[src/rtl/data_mem_if.sv]
// Request/response bus between the processor datapath (master) and the
// data memory controller (slave).
interface data_mem_if;
  logic       req_valid;
  logic       mem_read;
  logic       mem_write;
  logic [3:0] addr;
  logic [3:0] wdata;
  logic [3:0] rdata;
  logic       ack;
  logic       busy;
  logic       err;

  modport master (
    output req_valid, mem_read, mem_write, addr, wdata,
    input  rdata, ack, busy, err
  );

  modport slave (
    input  req_valid, mem_read, mem_write, addr, wdata,
    output rdata, ack, busy, err
  );
endinterface

[src/rtl/data_mem_ctrl.sv]
// 16 x 4-bit data memory with a wait-state controller: one request at a time,
// WAIT_CYCLES wait states, then a single ACCESS cycle that pulses ack.
module data_mem_ctrl #(
  parameter int WAIT_CYCLES = 2
) (
  input  logic      clk,
  input  logic      rst_n,
  data_mem_if.slave bus
);

  typedef enum logic [1:0] {IDLE, WAIT, ACCESS} state_t;

  state_t     state, state_d;
  logic [2:0] wait_cnt;
  logic [3:0] addr_q;
  logic [3:0] wdata_q;
  logic       write_q;
  logic [3:0] rdata_q;
  logic       err_q;
  logic [3:0] mem [16];

  logic       legal_req;
  logic       illegal_req;
  logic       accept;
  logic       enter_access;
  logic [3:0] acc_addr;
  logic [3:0] acc_wdata;
  logic       acc_write;

  assign legal_req   = bus.req_valid && (bus.mem_read ^ bus.mem_write);
  assign illegal_req = bus.req_valid && bus.mem_read && bus.mem_write;
  assign accept      = (state == IDLE) && legal_req;

  always_ff @(posedge clk or negedge rst_n) begin
    if (!rst_n) begin
      state <= IDLE;
    end else begin
      state <= state_d;
    end
  end

  always_comb begin
    state_d = state;
    unique case (state)
      IDLE:    if (legal_req) state_d = (WAIT_CYCLES == 0) ? ACCESS : WAIT;
      WAIT:    if (wait_cnt <= 3'd1) state_d = ACCESS;
      ACCESS:  state_d = IDLE;
      default: state_d = IDLE;
    endcase
  end

  // A zero-wait access enters ACCESS on the acceptance edge itself, so its
  // operands must come straight off the bus rather than from the capture regs.
  always_comb begin
    enter_access = (state_d == ACCESS);
    if (state == IDLE) begin
      acc_addr  = bus.addr;
      acc_wdata = bus.wdata;
      acc_write = bus.mem_write;
    end else begin
      acc_addr  = addr_q;
      acc_wdata = wdata_q;
      acc_write = write_q;
    end
  end

  always_ff @(posedge clk or negedge rst_n) begin
    if (!rst_n) begin
      wait_cnt <= '0;
      addr_q   <= '0;
      wdata_q  <= '0;
      write_q  <= 1'b0;
      rdata_q  <= '0;
      err_q    <= 1'b0;
      for (int i = 0; i < 16; i++) mem[i] <= '0;
    end else begin
      err_q <= (state == IDLE) && illegal_req;
      if (accept) begin
        addr_q   <= bus.addr;
        wdata_q  <= bus.wdata;
        write_q  <= bus.mem_write;
        wait_cnt <= 3'(WAIT_CYCLES);
      end else if (state == WAIT) begin
        wait_cnt <= wait_cnt - 3'd1;
      end else if (state == ACCESS) begin
        wait_cnt <= '0;
      end
      if (enter_access) begin
        if (acc_write) mem[acc_addr] <= acc_wdata;
        else           rdata_q       <= mem[acc_addr];
      end
    end
  end

  always_comb begin
    bus.ack   = (state == ACCESS);
    bus.busy  = (state == WAIT);
    bus.err   = err_q;
    bus.rdata = rdata_q;
  end

endmodule

[src/flat_wrapper.sv]
// flat-port wrapper written by rule: the top's interface ports become plain ports
module data_mem_ctrl_flat 
#(
  parameter int WAIT_CYCLES = 2
)
  (clk, rst_n, bus_req_valid, bus_mem_read, bus_mem_write, bus_addr, bus_wdata, bus_rdata, bus_ack, bus_busy, bus_err);
  data_mem_if bus_i ();
  input  logic clk;
  input  logic rst_n;
  input wire logic [$bits(bus_i.req_valid)-1:0] bus_req_valid;
  input wire logic [$bits(bus_i.mem_read)-1:0] bus_mem_read;
  input wire logic [$bits(bus_i.mem_write)-1:0] bus_mem_write;
  input wire logic [$bits(bus_i.addr)-1:0] bus_addr;
  input wire logic [$bits(bus_i.wdata)-1:0] bus_wdata;
  output wire logic [$bits(bus_i.rdata)-1:0] bus_rdata;
  output wire logic [$bits(bus_i.ack)-1:0] bus_ack;
  output wire logic [$bits(bus_i.busy)-1:0] bus_busy;
  output wire logic [$bits(bus_i.err)-1:0] bus_err;
  assign bus_i.req_valid = bus_req_valid;
  assign bus_i.mem_read = bus_mem_read;
  assign bus_i.mem_write = bus_mem_write;
  assign bus_i.addr = bus_addr;
  assign bus_i.wdata = bus_wdata;
  assign bus_rdata = bus_i.rdata;
  assign bus_ack = bus_i.ack;
  assign bus_busy = bus_i.busy;
  assign bus_err = bus_i.err;
  data_mem_ctrl #(.WAIT_CYCLES(WAIT_CYCLES)) u_core (.clk(clk), .rst_n(rst_n), .bus(bus_i));
endmodule
[config.mk]
export PLATFORM = sky130hd
export DESIGN_NAME = data_mem_ctrl_flat
export DESIGN_NICKNAME = d
export VERILOG_FILES = /design/src/rtl/data_mem_if.sv /design/src/rtl/data_mem_ctrl.sv /design/src/flat_wrapper.sv
export SDC_FILE = /design/constraint.sdc
export NUM_CORES = 1
export LEC_CHECK = 0
export ABC_AREA = 0
export BUFFER_PORTS_ARGS = -buffer_cell sky130_fd_sc_hd__buf_2
export CAP_MARGIN = 10
export CORE_UTILIZATION = 38
export CTS_BUF_LIST = sky130_fd_sc_hd__clkbuf_8
export DETAILED_ROUTE_END_ITERATION = 16
export SYNTH_ARGS = -nofsm -noshare
export SYNTH_HDL_FRONTEND = slang
export SYNTH_SLANG_ARGS = --single-unit
export TNS_END_PERCENT = 100
[constraint.sdc]
create_clock -name clk -period 3.1 [get_ports clk]
set_input_delay 0.31 -clock clk [delete_from_list [all_inputs] [get_ports clk]]
set_output_delay 0.31 -clock clk [all_outputs]
set_load 0.005 [all_outputs]
==> impl_metrics.ini, run 1 <==
[timing]
min_period_ps = 2850
fmax_mhz = 351
period_share = 0.918
slew_headroom = 0.312
rsz0062_at_grt = no
setup_viol = 0
maxSlewViolCount = 0
fin_setup_tns_ps = 0
clock_skew_ps = 8.11
worstMarginPinSlew_ps = 1030
report.final.hold_viol_count = 0

[grt]
grt_usage = 0.183
grt_pass1_wl_mm = 15.8
grt_pass1_vias = 3049
grt_max_degree = 84
antenna_found_initial = 0
grt.overflow.total = 0

[yosys]
synth_cell_type_count = 39
synth_nets = 373
synth-seq-cells = 83
avgSynthCellArea_sq_um = 12.0
ys_warn_count = 0
synth_seq_area_share = 0.487
synth_area_sq_mm = 0.00426
synth_cells = 355

[setup_path]
required_ps = 3340
slowest_stage = and3_1
crit_buf_inv = 1
path_class = flop to flop
critPathTopFamily = simple AND/OR/NAND/NOR gates
path_cells = inv_1 -> ha_1 -> and3_1 -> nor2_2 -> nor3_2 -> mux2_2
endpoint_kind = flop
slowest_delay_ps = 650
cp_max_fo = 17
critPathLaunchType = flop
worstPathArrival_ps = 3090

[worst_hold_path]
hp-class = input pin to async pin

[floorplanning]
dieArea_sq_mm = 0.0116
initial_core_util = 0.392
die_y_um = 108
num_io_pins = 20
row_count = 38
die_w_um = 108
coreArea_sq_mm = 0.0109

[detailed_routing]
routed.top_layer = met4
firstDrtPassIters = 4
routedWlPerCell_um = 18.7
wl_met3_um = 527
vias = 2958
wl_mm = 9.78
wl_met2_mm = 4.51
antenna_left = 0
drc_errors = 0
viasPerCell = 5.67
wl_met1_mm = 4.57
drt_iter0_markers = 159

[clock_network]
cts_setup_buffers = 0
cts.sinks = 83
clockBufferDepth = 2
cts_root_buffer = clkbuf_8
path_clk_slew_ps = 90
cts_hold_buf = 0
cts-htree-levels = 3
cts_tree = built
cts_made_buffers = 9
clk_latency_ps = 350

[power]
power.leakage_nw = 2.12
ir_worst_vdd_mv = 0.376
p_per_area_mw_per_mm2 = 800

[run]
maxCapViolCount = 0

[cells_and_area]
final_nets = 395
drive_gt1_frac = 0.327
fill_cells = 1005
area_growth_pct = 10.8
design_area_sq_mm = 0.00473
n_antenna_cell = 0

[place]
detailed_place_hpwl_mm = 6.60
gp_congestion = 0.849
io_buffers = 19
placed_cell_area_sq_mm = 0.00453

[outcome]
status = finished clean
cells in the mapped netlist, drive strengths merged:
master / number / area [sq um]
nor2b: 1 / 6.26
ha: 5 / 62.6
a41oi: 16 / 140
inv: 10 / 37.5
nor3: 18 / 238
o221ai: 1 / 26.3
and3: 2 / 12.5
xor2: 1 / 8.76
a32oi: 1 / 16.3
clkbuf: 17 / 63.8
or2: 1 / 6.26
nor2: 11 / 43.8
mux2: 76 / 856
nand2: 5 / 18.8
nand2b: 1 / 6.26
nor4: 4 / 25.0
o2bb2ai: 1 / 8.76
mux2i: 2 / 20.0
buf: 3 / 32.5
o32a: 1 / 10.0
nor3b: 4 / 45.1
a22o: 1 / 8.76
and2: 3 / 18.8
dfrtp: 83 / 2080
a21oi: 12 / 71.3
o21bai: 1 / 7.51
o22a: 1 / 8.76
o21ai: 68 / 340
a31oi: 1 / 12.5
and3b: 4 / 35.0
worst register-to-register path: stages (launching register included):
cell     delay, ps
dfrtp_1        420
inv_1          100
ha_1           600
and3_1         650
nor2_2         200
nor3_2         390
mux2_2         380
report_power, final:
group / internal (mW) / switching (mW) / total (mW)
Clock: 0.336 / 0.402 / 0.739
Sequential: 1.43 / 0.209 / 1.64
Combinational: 0.540 / 0.868 / 1.41
timing repair:
item,4_1_cts,5_1_grt
hold endpoints to repair,0,0
gates resized for setup,0,1
endpoints found under the setup margin,0,8
area by class of cell:
type,count,area [sq um],share of cell area
Sequential cell,83,2080,0.440
Multi-Input combinational cell,242,2060,0.436
Timing Repair Buffer,31,188,0.0397
Tap cell,140,175,0.0371
Clock buffer,11,151,0.0320
Clock inverter,5,37.5,0.00794
Inverter,10,37.5,0.00794
layout by cell type (no fill, tap or decap), drive strengths merged, types with 2 or more instances in the layout:
master and instances:
nand2 5, inv 10, clkinvlp 2, a41oi 16
a21oi 12, clkbuf 11, ha 5, nor3 18
nor2 11, and3b 4, o21ai 68, mux2 76
nor3b 4, mux2i 2, nor4 4, and3 2
clkinv 3, and2 3, buf 31, dfrtp 83
state kept, by name, indices dropped and copies added, names as in the netlist:
register          cells
u_core.wait_cnt       3
u_core.state          2
u_core.addr_q         4
u_core.bus.rdata      4
u_core.bus.err        1
u_core.write_q        1
u_core.wdata_q        4
u_core.mem           64
metal layers:
| metal | global-route usage | vias up |
|---|---|---|
| met5 | 0 | - |
| li1 | - | 1361 |
| met4 | 0.0753 | 0 |
| met3 | 0.0368 | 22 |
| met1 | 0.242 | 1487 |
| met2 | 0.293 | 88 |
logic make-up after synthesis:
logic type,synth area share
DFF,0.487
buffers and inverters,0.0314
adders and majority gates,0.0147
AOI/OAI and AO/OA,0.153
muxes,0.205
and+or+nand+nor,0.107
xor gates and xnor gates,0.00205
per-stage QoR:
| step | power, mW | worst slack (ps) | hold slack, ps | std cells | utilization |
|---|---|---|---|---|---|
| 2_1_floorplan | 2.59 | 850 | 14.4 | 355 | - |
| 6_report | 3.78 | 253 | 143 | 522 | 0.434 |
| 4_1_cts | 3.79 | 119 | 175 | 522 | 0.433 |
| 5_1_grt | 4.01 | 95.1 | 190 | 522 | 0.434 |
| 3_5_place_dp | 3.04 | 132 | 469 | 506 | 0.416 |
| 3_3_place_gp | 3.01 | 270 | 461 | 506 | 0.416 |
path summary, 6_finish.rpt:
path | start | slack [ps] | end | cells after the start
setup / recovery | u_core.state[1] | 250 | u_core.mem[19] | 6
hold / removal | rst_n | 140 | u_core.wait_cnt[2] | 1
setup reg to reg | u_core.state[1] | 250 | u_core.mem[19] | 6
hold reg to reg | u_core.mem[2] | 490 | u_core.mem[2] | 1
max in group asynchronous | rst_n | 2320 | u_core.mem[34] | 1
min in group clk | bus_wdata[2] | 190 | u_core.wdata_q[2] | 2
Note: power is estimated with default switching activity, not from simulation.
==> inputs of run 2 (changes only) <==
CORE_UTILIZATION = 29   (was 38)
==> run 2 against run 1 <==
  * Routed wire length grew 2.4%
  * Utilization fell by 9.9 points
  * Sequential power hardly changed
  * Critical endpoint is now u_core.bus.rdata[1]
  * Global-route usage decreased by 3.6 points
  * Flip-flop and latch count is the same
  * Clock skew increased by 5.8 ps
  * Largest cell class unchanged
  * Cell count increased by 6.9%
  * Clock power shrank 8.7%
==> impl_metrics.ini, run 2 (same netlist as run 1, synthesis figures left out) <==
[cells_and_area]
ff_latch_area_sq_mm = 0.00208
largest_register = u_core.mem
final_util = 0.335
final_common_cell = dfrtp_1
area_growth_pct = 10.8
fill_cells = 1384
multi_input_area_sq_mm = 0.00206
drive_gt1_frac = 0.320
design_area_sq_mm = 0.00473
final_cell_mix = dfrtp_1, o21ai_0, mux2_2, mux2_1, buf_2
n_antenna_cell = 0
final_nets = 392
largest_reg_flops = 64

[place]
io_buffers = 19
placed_cell_area_sq_mm = 0.00456
gp_congestion = 0.788
detailed_place_hpwl_mm = 6.79

[floorplanning]
dieArea_sq_mm = 0.0152
die_w_um = 123
die_y_um = 123
coreArea_sq_mm = 0.0141
row_count = 43
initial_core_util = 0.303
num_io_pins = 20

[timing]
report.final.hold_viol_count = 0
period_share = 0.893
worstMarginPinSlew_ps = 1050
min_period_ps = 2770
fmax_mhz = 361
maxSlewViolCount = 0
fin_setup_tns_ps = 0
setup_viol = 0
clock_skew_ps = 13.9
rsz0062_at_grt = no
slew_headroom = 0.299

[power]
power_mw = 3.70
ir_worst_vdd_mv = 0.245
power.leakage_nw = 2.10
p_per_area_mw_per_mm2 = 783

[clock_network]
clockBufferDepth = 2
cts.sinks = 83
cts_tree = built
cts_setup_buffers = 0
cts_hold_buf = 0
cts_resized = 0
clk_latency_ps = 360
path_clk_slew_ps = 90
cts-htree-levels = 3
cts_made_buffers = 9
cts_root_buffer = clkbuf_8

[setup_path]
critPathLaunchType = flop
timing.critical_path.to = u_core.bus.rdata[1]
crit_buf_inv = 2
reg2reg_depth = 8
slowest_stage = nor4_1
crit_cells = 8
endpoint_kind = flop
critPathTopFamily = simple AND/OR/NAND/NOR gates
r2r_start = u_core.state[1]
slowest_delay_ps = 550
r2r_slack_ps = 330
path_cells = inv_1 -> ha_2 -> buf_4 -> and3b_1 -> o21ai_0 -> a41oi_1 -> nor4_1 -> a21oi_1
r2r_end = u_core.bus.rdata[1]
cp_max_fo = 17
required_ps = 3340
path_class = flop to flop
crit_start = u_core.state[1]
worstPathArrival_ps = 3010

[grt]
grt_pass1_wl_mm = 16.5
antenna_found_initial = 0
use_met2 = 0.234
grt_pass1_vias = 3099
grt_max_degree = 84
grt_usage = 0.147
met1_usage = 0.190
grt_use_met3 = 0.0360
grt.overflow.total = 0
top_usage_layer = met2

[worst_hold_path]
hp-class = input pin to async pin

[detailed_routing]
firstDrtPassIters = 5
routedWlPerCell_um = 17.9
drt_iter0_markers = 160
viasPerCell = 5.38
drc_errors = 0
antenna_left = 0
vias = 3004
wl_mm = 10.0

[run]
maxCapViolCount = 0

[outcome]
status = finished clean
run 2: per-stage QoR:
step / std cells / setup WS [ps] / hold slack [ps]
CTS: 558 / 142 / 181
detailed placement: 543 / 155 / 469
global route: 558 / 157 / 194
floorplan: 355 / 850 / 14.4
global placement: 543 / 281 / 462
finish: 558 / 331 / 109
run 2: worst register-to-register path, delay by kind of cell (launching register included):
family | cells | cell delay (ps)
flip-flops | 1 | 420
AND/OR/NAND/NOR | 2 | 930
adder cells (fa/ha/maj) | 1 | 360
AO/OA/AOI/OAI | 3 | 600
buffers and inverters | 2 | 350
run 2: where the power goes:
group / total (mW) / internal [mW] / switching, mW / leakage [nW]
logic: 1.39 / 0.534 / 0.856 / 0.901
registers: 1.63 / 1.43 / 0.207 / 1.11
clock network: 0.675 / 0.281 / 0.394 / 0.0860
total: 3.70 / 2.24 / 1.46 / 2.10
run 2: area by class of cell:
cell class	count	share of cell area
Clock inverter	6	0.00741
Multi-Input combinational cell	242	0.436
Timing Repair Buffer	28	0.0349
Clock buffer	9	0.0262
Inverter	10	0.00794
Sequential cell	83	0.440
Tap cell	180	0.0477
run 2: how the worst min path moves through the flow:
stage,from,to,cells after the start
global placement,u_core.mem[14],u_core.mem[14],1
global route,bus_wdata[3],u_core.wdata_q[3],2
floorplan,rst_n,u_core.addr_q[0],0
detailed placement,u_core.mem[63],u_core.mem[63],1
finish,rst_n,u_core.wait_cnt[2],1
CTS,rst_n,u_core.wait_cnt[1],1
run 2: per-layer routing:
layer | part of all wire | up-vias | wire (um)
met1 | 0.45 | 1533 | 4500
li1 | - | 1358 | -
met2 | 0.47 | 101 | 4710
met4 | 0.016 | 0 | 158
met5 | 0 | - | 0
met3 | 0.065 | 12 | 648
==> inputs of run 3 (changes only) <==
CTS_BUF_LIST = sky130_fd_sc_hd__clkbuf_8 sky130_fd_sc_hd__clkbuf_16   (was sky130_fd_sc_hd__clkbuf_8)
==> run 3 against run 2 <==
  * Combinational power about the same
  * Die area stayed put
  * Cell area up 2.1%
  * Routed wire length up 0.56%
  * Sequential share of layout area shrank 0.92 points
  * Utilization rose by 0.72 points
  * Count of clock-buffer cells in the layout stayed put
  * Clock power up 41%
  * Sequential power is essentially flat
  * Critical path depth unchanged
  * Critical endpoint unchanged
==> impl_metrics.ini, run 3 (same netlist as run 1, synthesis figures left out) <==
[detailed_routing]
vias = 2975
viasPerCell = 5.33
drc_errors = 0
antenna_left = 0
routedWlPerCell_um = 18.0
firstDrtPassIters = 4
drt_iter0_markers = 205
wl_mm = 10.1

[floorplanning]
coreArea_sq_mm = 0.0141
row_count = 43
die_y_um = 123
initial_core_util = 0.303
die_w_um = 123
num_io_pins = 20
dieArea_sq_mm = 0.0152

[setup_path]
worstPathArrival_ps = 2980
cp_max_fo = 17
path_class = flop to flop
required_ps = 3300
slowest_delay_ps = 540
path_cells = inv_1 -> ha_2 -> buf_4 -> and3b_1 -> o21ai_0 -> a41oi_1 -> nor4_1 -> a21oi_1
endpoint_kind = flop
critPathLaunchType = flop
slowest_stage = nor4_1

[cells_and_area]
drive_gt1_frac = 0.320
final_common_cell = dfrtp_1
final_nets = 392
fin_cells = 558
final_cell_mix = dfrtp_1, o21ai_0, mux2_2, mux2_1, buf_2
largest_reg_flops = 64
largest_register = u_core.mem
area_growth_pct = 13.2
n_antenna_cell = 0

[timing]
report.final.hold_viol_count = 0
setup_viol = 0
maxSlewViolCount = 0
rsz0062_at_grt = no
fin_setup_tns_ps = 0
worstMarginPinSlew_ps = 1050
slew_headroom = 0.303
period_share = 0.895
fmax_mhz = 360
fin_hold_ws_ps = 143
clock_skew_ps = 9.28
min_period_ps = 2780

[power]
ir_worst_vdd_mv = 0.363
p_per_area_mw_per_mm2 = 826
power_mw = 3.99
power.leakage_nw = 2.15

[clock_network]
clockBufferDepth = 2
cts_hold_buf = 0
cts.sinks = 83
cts-htree-levels = 3
clk_latency_ps = 340
path_clk_slew_ps = 60
cts_made_buffers = 9
cts_setup_buffers = 0
cts_root_buffer = clkbuf_16
cts_tree = built

[place]
detailed_place_hpwl_mm = 6.79
gp_congestion = 0.788
io_buffers = 19
place_inst = 543

[run]
maxCapViolCount = 0

[outcome]
status = finished clean

[grt]
grt.overflow.total = 0
grt_pass1_wl_mm = 16.6
grt_max_degree = 84
grt_usage = 0.147
antenna_found_initial = 0
grt_pass1_vias = 3110

[worst_hold_path]
hp-class = input pin to async pin
-- run 3: cell type report --
type / count / area [sq um]
fillers: 1370 / 9270
flip-flops and latches: 83 / 2080
multi-input cells: 242 / 2060
clock buffers: 9 / 225
well taps: 180 / 225
repair buffers: 28 / 165
inverters: 10 / 37.5
clock inverters: 6 / 35.0
-- run 3: final timing paths --
kind | start | endpoint | slack, ps | depth (start not counted)
hold / removal | rst_n | u_core.wait_cnt[2] | 140 | 1
setup reg to reg | u_core.state[1] | u_core.bus.rdata[1] | 320 | 8
max in group asynchronous | rst_n | u_core.mem[39] | 2260 | 1
hold reg to reg | u_core.mem[39] | u_core.mem[39] | 480 | 1
min in group clk | bus_wdata[2] | u_core.wdata_q[2] | 230 | 2
setup / recovery | u_core.state[1] | u_core.bus.rdata[1] | 320 | 8
-- run 3: worst max-delay path: cells and delay by family (launching register included) --
kind	cells	cell delay [ps]
flip-flops	1	410
AND/OR/NAND/NOR	2	920
buffers and inverters	2	350
AO/OA/AOI/OAI	3	580
adder cells (fa/ha/maj)	1	360
-- run 3: timing repair --
action,in CTS,in global routing
hold endpoints to repair,0,0
gates resized for setup,0,2
setup endpoints to repair,0,13
-- run 3: through the flow --
stage	util	instance area [sq um]	setup WS, ps
3_5_place_dp	0.323	4560	155
2_1_floorplan	-	4260	850
5_1_grt	0.342	4830	162
4_1_cts	0.342	4820	143
3_3_place_gp	0.323	4560	281
6_report	0.342	4830	325
-- run 3: metal layers --
metal	routed length [um]	up-vias	GRT usage
li1	-	1359	-
met1	4600	1515	0.191
met2	4750	88	0.236
met3	572	13	0.0346
met4	149	0	0.0595
met5	0	-	0
-- run 3: power by group --
group	internal [mW]	switching (mW)
Combinational	0.535	0.860
Clock	0.532	0.423
Sequential	1.43	0.207
Total	2.50	1.49
